<file path="src/rtl/cmp_frame_sequencer.sv">
// Frame sequencer for the compressor harness: streams MAX_HEIGHT rows into the column shift
// registers, waits out the compressor latency, then compares dst against a locally accumulated sum.
module cmp_frame_sequencer #(
  parameter int NCOL       = 47,
  parameter int MAX_HEIGHT = 24,
  parameter int NOUT       = 49,
  parameter int LATENCY    = 0
) (
  input  logic            clk,
  input  logic            rst_n,
  input  logic            in_valid,
  output logic            in_ready,
  input  logic [NCOL-1:0] in_bits,
  output logic            sh_en,
  output logic [NCOL-1:0] sh_bits,
  input  logic [NOUT-1:0] dst,
  output logic            res_valid,
  input  logic            res_ready,
  output logic [NOUT-1:0] res_data,
  output logic            res_mismatch,
  output logic            busy
);

  localparam int ROW_W    = $clog2(MAX_HEIGHT + 1);
  localparam int SUM_W    = NCOL + ROW_W;
  localparam int LAT_W    = (LATENCY > 1) ? $clog2(LATENCY) : 1;
  localparam int LAT_LAST = (LATENCY > 0) ? LATENCY - 1 : 0;

  typedef enum logic [2:0] {
    S_IDLE,
    S_LOAD,
    S_FLUSH,
    S_CAPTURE,
    S_DONE
  } state_e;

  state_e               state_q, state_d;
  logic [ROW_W-1:0]     row_cnt_q, row_cnt_d;
  logic [SUM_W-1:0]     exp_sum_q, exp_sum_d;
  logic [LAT_W-1:0]     lat_cnt_q, lat_cnt_d;
  logic                 res_valid_q, res_valid_d;
  logic [NOUT-1:0]      res_data_q, res_data_d;
  logic                 res_mismatch_q, res_mismatch_d;

  logic accept;
  logic last_row;
  logic lat_done;

  // Column i only retains the bits of rows r >= MAX_HEIGHT - h(i), h(i) = min(i+1, NCOL-i).
  function automatic logic [NCOL-1:0] keep_mask(input logic [ROW_W-1:0] row);
    int h;
    keep_mask = '0;
    for (int i = 0; i < NCOL; i++) begin
      h = (i + 1 < NCOL - i) ? i + 1 : NCOL - i;
      keep_mask[i] = (int'(row) >= MAX_HEIGHT - h);
    end
  endfunction

  assign accept   = in_valid & in_ready;
  assign last_row = (row_cnt_q == ROW_W'(MAX_HEIGHT - 1));
  assign lat_done = (lat_cnt_q == LAT_W'(LAT_LAST));

  // NOTE: the whole control path resets asynchronously so a mid-frame reset abandons the frame at once.
  always_ff @(posedge clk or negedge rst_n) begin
    if (!rst_n) begin
      state_q        <= S_IDLE;
      row_cnt_q      <= '0;
      exp_sum_q      <= '0;
      lat_cnt_q      <= '0;
      res_valid_q    <= 1'b0;
      res_data_q     <= '0;
      res_mismatch_q <= 1'b0;
    end else begin
      // NOTE: non-blocking updates so every register samples pre-edge values of its neighbours.
      state_q        <= state_d;
      row_cnt_q      <= row_cnt_d;
      exp_sum_q      <= exp_sum_d;
      lat_cnt_q      <= lat_cnt_d;
      res_valid_q    <= res_valid_d;
      res_data_q     <= res_data_d;
      res_mismatch_q <= res_mismatch_d;
    end
  end

  always_comb begin
    // NOTE: default first, so no path through the case leaves state_d unassigned (no latch).
    state_d = state_q;
    unique case (state_q)
      S_IDLE, S_LOAD: begin
        if (accept) begin
          if (last_row) state_d = (LATENCY > 0) ? S_FLUSH : S_CAPTURE;
          else          state_d = S_LOAD;
        end
      end
      S_FLUSH:   if (lat_done) state_d = S_CAPTURE;
      S_CAPTURE: state_d = S_DONE;
      S_DONE:    if (res_ready) state_d = S_IDLE;
      default:   state_d = S_IDLE;
    endcase
  end

  always_comb begin
    row_cnt_d      = row_cnt_q;
    exp_sum_d      = exp_sum_q;
    lat_cnt_d      = lat_cnt_q;
    res_valid_d    = res_valid_q;
    res_data_d     = res_data_q;
    res_mismatch_d = res_mismatch_q;
    unique case (state_q)
      S_IDLE, S_LOAD: begin
        if (accept) begin
          row_cnt_d = row_cnt_q + ROW_W'(1);
          exp_sum_d = exp_sum_q + SUM_W'(in_bits & keep_mask(row_cnt_q));
        end
      end
      S_FLUSH: lat_cnt_d = lat_done ? '0 : lat_cnt_q + LAT_W'(1);
      S_CAPTURE: begin
        res_data_d     = dst;
        res_mismatch_d = (dst != exp_sum_q[NOUT-1:0]);
        res_valid_d    = 1'b1;
      end
      S_DONE: begin
        if (res_ready) begin
          res_valid_d = 1'b0;
          exp_sum_d   = '0;
          row_cnt_d   = '0;
        end
      end
      default: ;
    endcase
  end

  // in_ready is qualified by rst_n so an asserted reset silences the harness interface immediately.
  always_comb begin
    in_ready = rst_n && ((state_q == S_IDLE) || (state_q == S_LOAD));
    sh_en    = in_valid && in_ready;
    sh_bits  = sh_en ? in_bits : '0;
    busy     = (state_q != S_IDLE);
  end

  assign res_valid    = res_valid_q;
  assign res_data     = res_data_q;
  assign res_mismatch = res_mismatch_q;

endmodule
</file>
<file path="config.mk">
export PLATFORM = sky130hd
export DESIGN_NAME = cmp_frame_sequencer
export DESIGN_NICKNAME = d
export VERILOG_FILES = /design/src/rtl/cmp_frame_sequencer.sv
export SDC_FILE = /design/constraint.sdc
export NUM_CORES = 1
export LEC_CHECK = 0
export CORE_ASPECT_RATIO = 1.75
export CORE_MARGIN = 5
export CORE_UTILIZATION = 46
export CTS_CLUSTER_SIZE = 40
export DETAILED_ROUTE_END_ITERATION = 6
export PLACE_DENSITY = 0.88
export SLEW_MARGIN = 25
export SYNTH_ARGS = -nofsm -noshare
export SYNTH_HDL_FRONTEND = slang
export SYNTH_SLANG_ARGS = --single-unit
export TNS_END_PERCENT = 50
</file>
<file path="constraint.sdc">
create_clock -name clk -period 4.2 [get_ports clk]
set_input_delay 0.63 -clock clk [delete_from_list [all_inputs] [get_ports clk]]
set_output_delay 0.63 -clock clk [all_outputs]
set_load 0.01 [all_outputs]
</file>
### After elaboration in Yosys (flattened, before gate mapping)

Index checks and enable logic that the tools add are counted.

| word-level totals | value |
|---|---|
| word-level logic and storage cells | 70 |
| output and inout bits | 101 |
| bits in registers | 112 |
| input port bits | 100 |

| cells by class | value |
|---|---|
| equal/unequal tests | 9 |
| reduce and logical (&&, ||, !) cells | 11 |
| mux-type cells | 15 |
| magnitude comparators | 23 |
| add/sub/neg operators | 3 |
| bitwise gates (word level) | 2 |

Operator list:

| cell | count |
|---|---|
| two-way mux 52 bit | 2 |
| one-hot mux 52 bit (2 select lines) | 1 |
| adder 52 x 47 -> 52 bit | 1 |
| != test 49 bit | 1 |
| AND 47 bit | 1 |
| two-way mux 47 bit | 1 |
| greater-or-equal comparator 5 x 4 -> 1 bit, second input constant | 8 |
| greater-or-equal comparator 5 bit, second input constant | 8 |
| greater-or-equal comparator 5 x 3 -> 1 bit, second input constant | 4 |
| one-hot mux 3 bit (4 select lines) | 1 |
| greater-or-equal comparator 5 x 2 -> 1 bit, second input constant | 2 |
| two-way mux 5 bit | 2 |
| one-hot mux 5 bit (2 select lines) | 1 |
| two-way mux 3 bit | 3 |
| equality test 3 x 2 -> 1 bit, second input constant | 2 |
| != test 2 bit, second input constant | 3 |
| AND reduction 3 bit | 2 |
| adder 5 x 1 -> 5 bit, second input constant | 1 |
| equality test 5 bit, second input constant | 1 |
| greater-or-equal comparator 5 x 1 -> 1 bit, second input constant | 1 |
| nonzero test 2 bit | 2 |
| equality test 3 x 1 -> 1 bit, second input constant | 1 |
| equality test 3 bit, second input constant | 1 |
| zero test 3 bit | 1 |
| 10 further kinds | 12 |

### Depth between registers and ports, before layout

| logic depth | value |
|---|---|
| word-level depth | 6 |
| depth in mapped cells | 17 |
| gate-level depth less buffers | 17 |

### Worst setup path after synthesis

OpenSTA, ideal clock, no wires.

| timing | value |
|---|---|
| path kind | register to register |
| start point | register row_cnt_q[1] |
| end point | register exp_sum_q[41] |
| library setup time | 121 ps |
| stages on the path, launching flop included | 18 |
| data required time | 4079 ps |
| arrival | 3888 ps |
| slack | 191 ps |
| buffers on the path | 1 |
| period minus slack after synthesis | 4009 ps |
| cell sequence | dfrtp_1 > clkbuf_1 > inv_1 > ha_1 > or3_1 > or2_2 > nand2b_1 > and2_1 > ha_1 > and4_1 > nand3_1 > nor3b_2 > and3b_1 > a221oi_1 > a311o_1 > o31ai_2 > xor2_1 > a22o_1 |

| on the way | value |
|---|---|
| cells in the longest elaborated chain, start to end | 5 |
| elaborated cells on any way between the ends | 27 |
| those cells by class | add/sub: 1; order compare: 23; mux: 2; bitwise: 1 |

Ends and longest elaborated chain:

| what | line | text |
|---|---|---|
| start: declaration | 38 | `logic [ROW_W-1:0] row_cnt_q, row_cnt_d;` |
| start signal: assignment | 76 | `row_cnt_q <= row_cnt_d;` |
| greater-or-equal comparator 5 bit (tied with other cells) | 55 | `keep_mask[i] = (int'(row) >= MAX_HEIGHT - h);` |
| AND 47 bit (*) | 113 | `exp_sum_d = exp_sum_q + SUM_W'(in_bits & keep_mask(row_cnt_q));` |
| adder 52 x 47 -> 52 bit (*) | 113 |  |
| two-way mux 52 bit (*) | 111 | `if (accept) begin` |
| one-hot mux 52 bit (2 select lines) (*) | 109 | `unique case (state_q)` |
| end signal: assignment | 77 | `exp_sum_q <= exp_sum_d;` |
| end: declaration | 39 | `logic [SUM_W-1:0] exp_sum_q, exp_sum_d;` |

Every way passes the cells marked *; elsewhere a longest branch is shown, timed or not. The select of a mux whose other input is x is not followed.
A chain may end at the register's enable or synchronous reset.

### Worst setup path after layout

| timing | value |
|---|---|
| start point | register row_cnt_q[0] |
| end point | register exp_sum_q[48] |

Same word-level chain as after synthesis.

==> flow_metrics.env <==
export IMPL_status="complete, no violations"
export IMPL_swShare=0.4645
export IMPL_htreeDepth=3
export IMPL_slew_headroom=0.4335
export IMPL_setup_tns_ns=0
export IMPL_fp_dieW_um=110.0
export IMPL_first_pass_iters=5
export IMPL_cp_end_kind="register"
export IMPL_fin_cells=1347
export IMPL_cp_required_ns=4.51
export IMPL_clock_sinks=108
export IMPL_grt_pass1_wl_um=44590
export IMPL_dieArea_mm2=0.02036
export IMPL_synth_area_per_cell_um2=8.842
export IMPL_cts_buffers=9
export IMPL_yosys_warnings=0
export IMPL_setup_worst_path_start_class="register"
export IMPL_track_usage=0.2914
export IMPL_drc_errors=0
export IMPL_synth_edf_count=0
export IMPL_grt_pass1_vias=8098
export IMPL_holdWs_ns=0.4326
export IMPL_dp_hpwl_um=23390
export IMPL_cts_tree="yes"
export IMPL_peakVddDrop_mv=0.2709
export IMPL_drive_above_1_share=0.1048
export IMPL_clk_pin_slew_ns=0.08
export IMPL_power_frac_comb=0.581
export IMPL_power_per_cell_area_mw_per_mm2=543.7
export IMPL_dp_cells=1327
export IMPL_p_switching_w=0.002718
export IMPL_num_rows=64
export IMPL_maxCapViolations=0
export IMPL_yosysSeqAreaShare=0.3355
export IMPL_p_leak_nw=4.909
export IMPL_drt_wirelength_per_cell_um=21.95
export IMPL_portBuffers=200
export IMPL_finalMaxSlewViolations=0
export IMPL_syn_nets=1063
export IMPL_layout_nets=1263
export IMPL_crit_type="reg2reg"
export IMPL_io_pin_count=201
export IMPL_cts_root_buffer="clkbuf_16"
export IMPL_finalWirelength_um=29570
export IMPL_min_period_ns=4.062
export IMPL_critPathArrivalTime_ns=4.37
export IMPL_grt_max_degree=66
export IMPL_ys_types=63
export IMPL_reg2reg_from="row_cnt_q[0]"
export IMPL_ys_ff_latch=108
export IMPL_vias=7937
export IMPL_finalSetupViolCount=0
export IMPL_hold_viol=0
export IMPL_netlist_instances=911
export IMPL_fin_skew_ns=0.01369
export IMPL_fp_coreArea_mm2=0.01738
export IMPL_holdCritPathClass="in2async"
export IMPL_die_y_um=185.1
export IMPL_finish_utilization=0.6195
export IMPL_critPathMaxFanout=5
export IMPL_max_freq_ghz=0.2462
export IMPL_drt_iter0_drc=491
export IMPL_internal_power_w=0.003134
export IMPL_clk_latency_ns=0.36
export IMPL_crit_start="row_cnt_q[0]"
export IMPL_seqPwrFrac=0.270
export IMPL_final_antenna_net_count=0
export IMPL_synthToLayoutAreaGrowth_pct=33.63
export IMPL_clockBufferDepth=2
export IMPL_start_util=0.4636
export IMPL_post_route_period_util=0.9672
export IMPL_via_per_inst=5.892
export IMPL_place_congestion=1.011
export IMPL_grt_antenna_before_repair=0
export IMPL_ys_flop_type="dfrtp_1"
export IMPL_syn_cell_area_mm2=0.008055
export IMPL_n_fill_cell=1472
export IMPL_grt_overflow=0
export IMPL_worstMarginPinSlew_ns=0.8497
export IMPL_antenna_cells=0
export IMPL_ys_async_sr_fraction=1.000
export IMPL_pwr_share_clk=0.149
[placed cells by master (no fill, tap or decap), types with 9 or more instances in the layout]
cell	netlist	routed
o21ai_1	17	15
nand4_1	13	13
nand3_1	18	18
clkbuf_16	0	9
dfrtp_1	108	108
xnor2_1	51	51
nor3_1	11	11
clkdlybuf4s50_1	0	199
a21o_1	25	25
xor2_1	37	37
nor2b_1	26	26
and3_1	58	58
a21oi_1	56	54
nand2_1	92	92
and2_1	20	20
o21ai_0	56	56
mux2_2	48	48
nor2_1	38	36
ha_1	51	50
buf_4	0	30
inv_1	30	30
o21a_1	12	12
[cell families (layout without fill, tap and decap cells)]
family,after synthesis,count (layout),synth area share
muxes,49,49,0.06834
DFF,108,108,0.3355
buffers and inverters,71,276,0.03324
xor gates and xnor gates,88,88,0.09568
and+or+nand+nor,311,311,0.1994
adders and majority gates,52,52,0.08170
AOI/OAI and AO/OA,232,232,0.1861
[metrics by stage]
step                setup slack, ns  area [um2]  power [W]
floorplan                    0.1906        8055   0.003709
global placement             0.2756       10400   0.004820
detailed placement           0.1756       10400   0.004871
CTS                          0.1426       10700   0.005771
global route              -0.009319       10760   0.006208
finish                       0.1379       10760   0.005853
[registers in the layout, indices dropped and copies added (netlist names)]
register,flops
row_cnt_q,5
res_valid,1
state_q,3
exp_sum_q,49
res_data,49
res_mismatch,1
[Yosys cell counts (25+ instances only)]
library cell	number	area, um2
xnor2_1	51	446.7
a21oi_1	56	280.3
mux2_2	48	540.5
xor2_1	37	324.1
ha_1	51	638.1
clkbuf_1	35	131.4
nand2_1	92	345.3
nor2_1	38	142.6
inv_1	30	112.6
dfrtp_1	108	2703
nor2b_1	26	162.7
o21ai_0	56	280.3
a21o_1	25	187.7
and3_1	58	362.9
[worst paths after layout]
path,end,slack [ns],cells after the start
worst min register to register,res_data[21],0.51,1
worst max register to register,exp_sum_q[48],0.14,16
worst min-delay path,res_data[13],0.43,2
max in group asynchronous,res_data[31],2.47,3
worst max-delay path,exp_sum_q[48],0.14,16
min in group clk,res_data[21],0.51,1
[metal layers]
layer,GRT usage,part of all wire
met1,0.3017,0.34
met2,0.5180,0.51
met3,0.05302,0.068
met4,0.2012,0.074
met5,0,0
[power by group through the flow]
stage / sequential (W) / combinational [W] / clock [W]
final: 0.00158 / 0.00340 / 0.000875
after global routing: 0.00161 / 0.00368 / 0.000923
after CTS: 0.00157 / 0.00331 / 0.000890
after detailed placement: 0.00159 / 0.00328 / 0
after global placement: 0.00158 / 0.00324 / 0
after floorplan: 0.00150 / 0.00221 / 0
[final cells by class]
class	count	area (um2)	area share
Clock buffer	12	266.5	0.02476
Clock inverter	4	31.28	0.002906
Inverter	30	112.6	0.01046
Multi-Input combinational cell	732	5125	0.4761
Sequential cell	108	2703	0.2511
Tap cell	231	289.0	0.02685
Timing Repair Buffer	230	2237	0.2078
[what timing repair did]
| action | CTS | global route |
|---|---|---|
| gates resized for setup | 0 | 8 |
| endpoints found under the setup margin | 0 | 7 |
| hold buffers | 0 | 0 |
| hold endpoints to repair | 0 | 0 |
| setup buffers | 0 | 4 |
[critical path: stages (launching register included)]
cell,delay [ns]
dfrtp_1,0.39
ha_1,0.19
or3_1,0.41
or2_2,0.30
a21oi_1,0.21
nor2b_1,0.12
ha_1,0.34
and2_1,0.19
nand4_1,0.26
nor2_2,0.21
o211ai_1,0.12
buf_4,0.18
nand4_1,0.12
a311o_1,0.30
a31oi_2,0.16
or4_1,0.41
nand2_1,0.08
(Power assumes the default switching activity.)
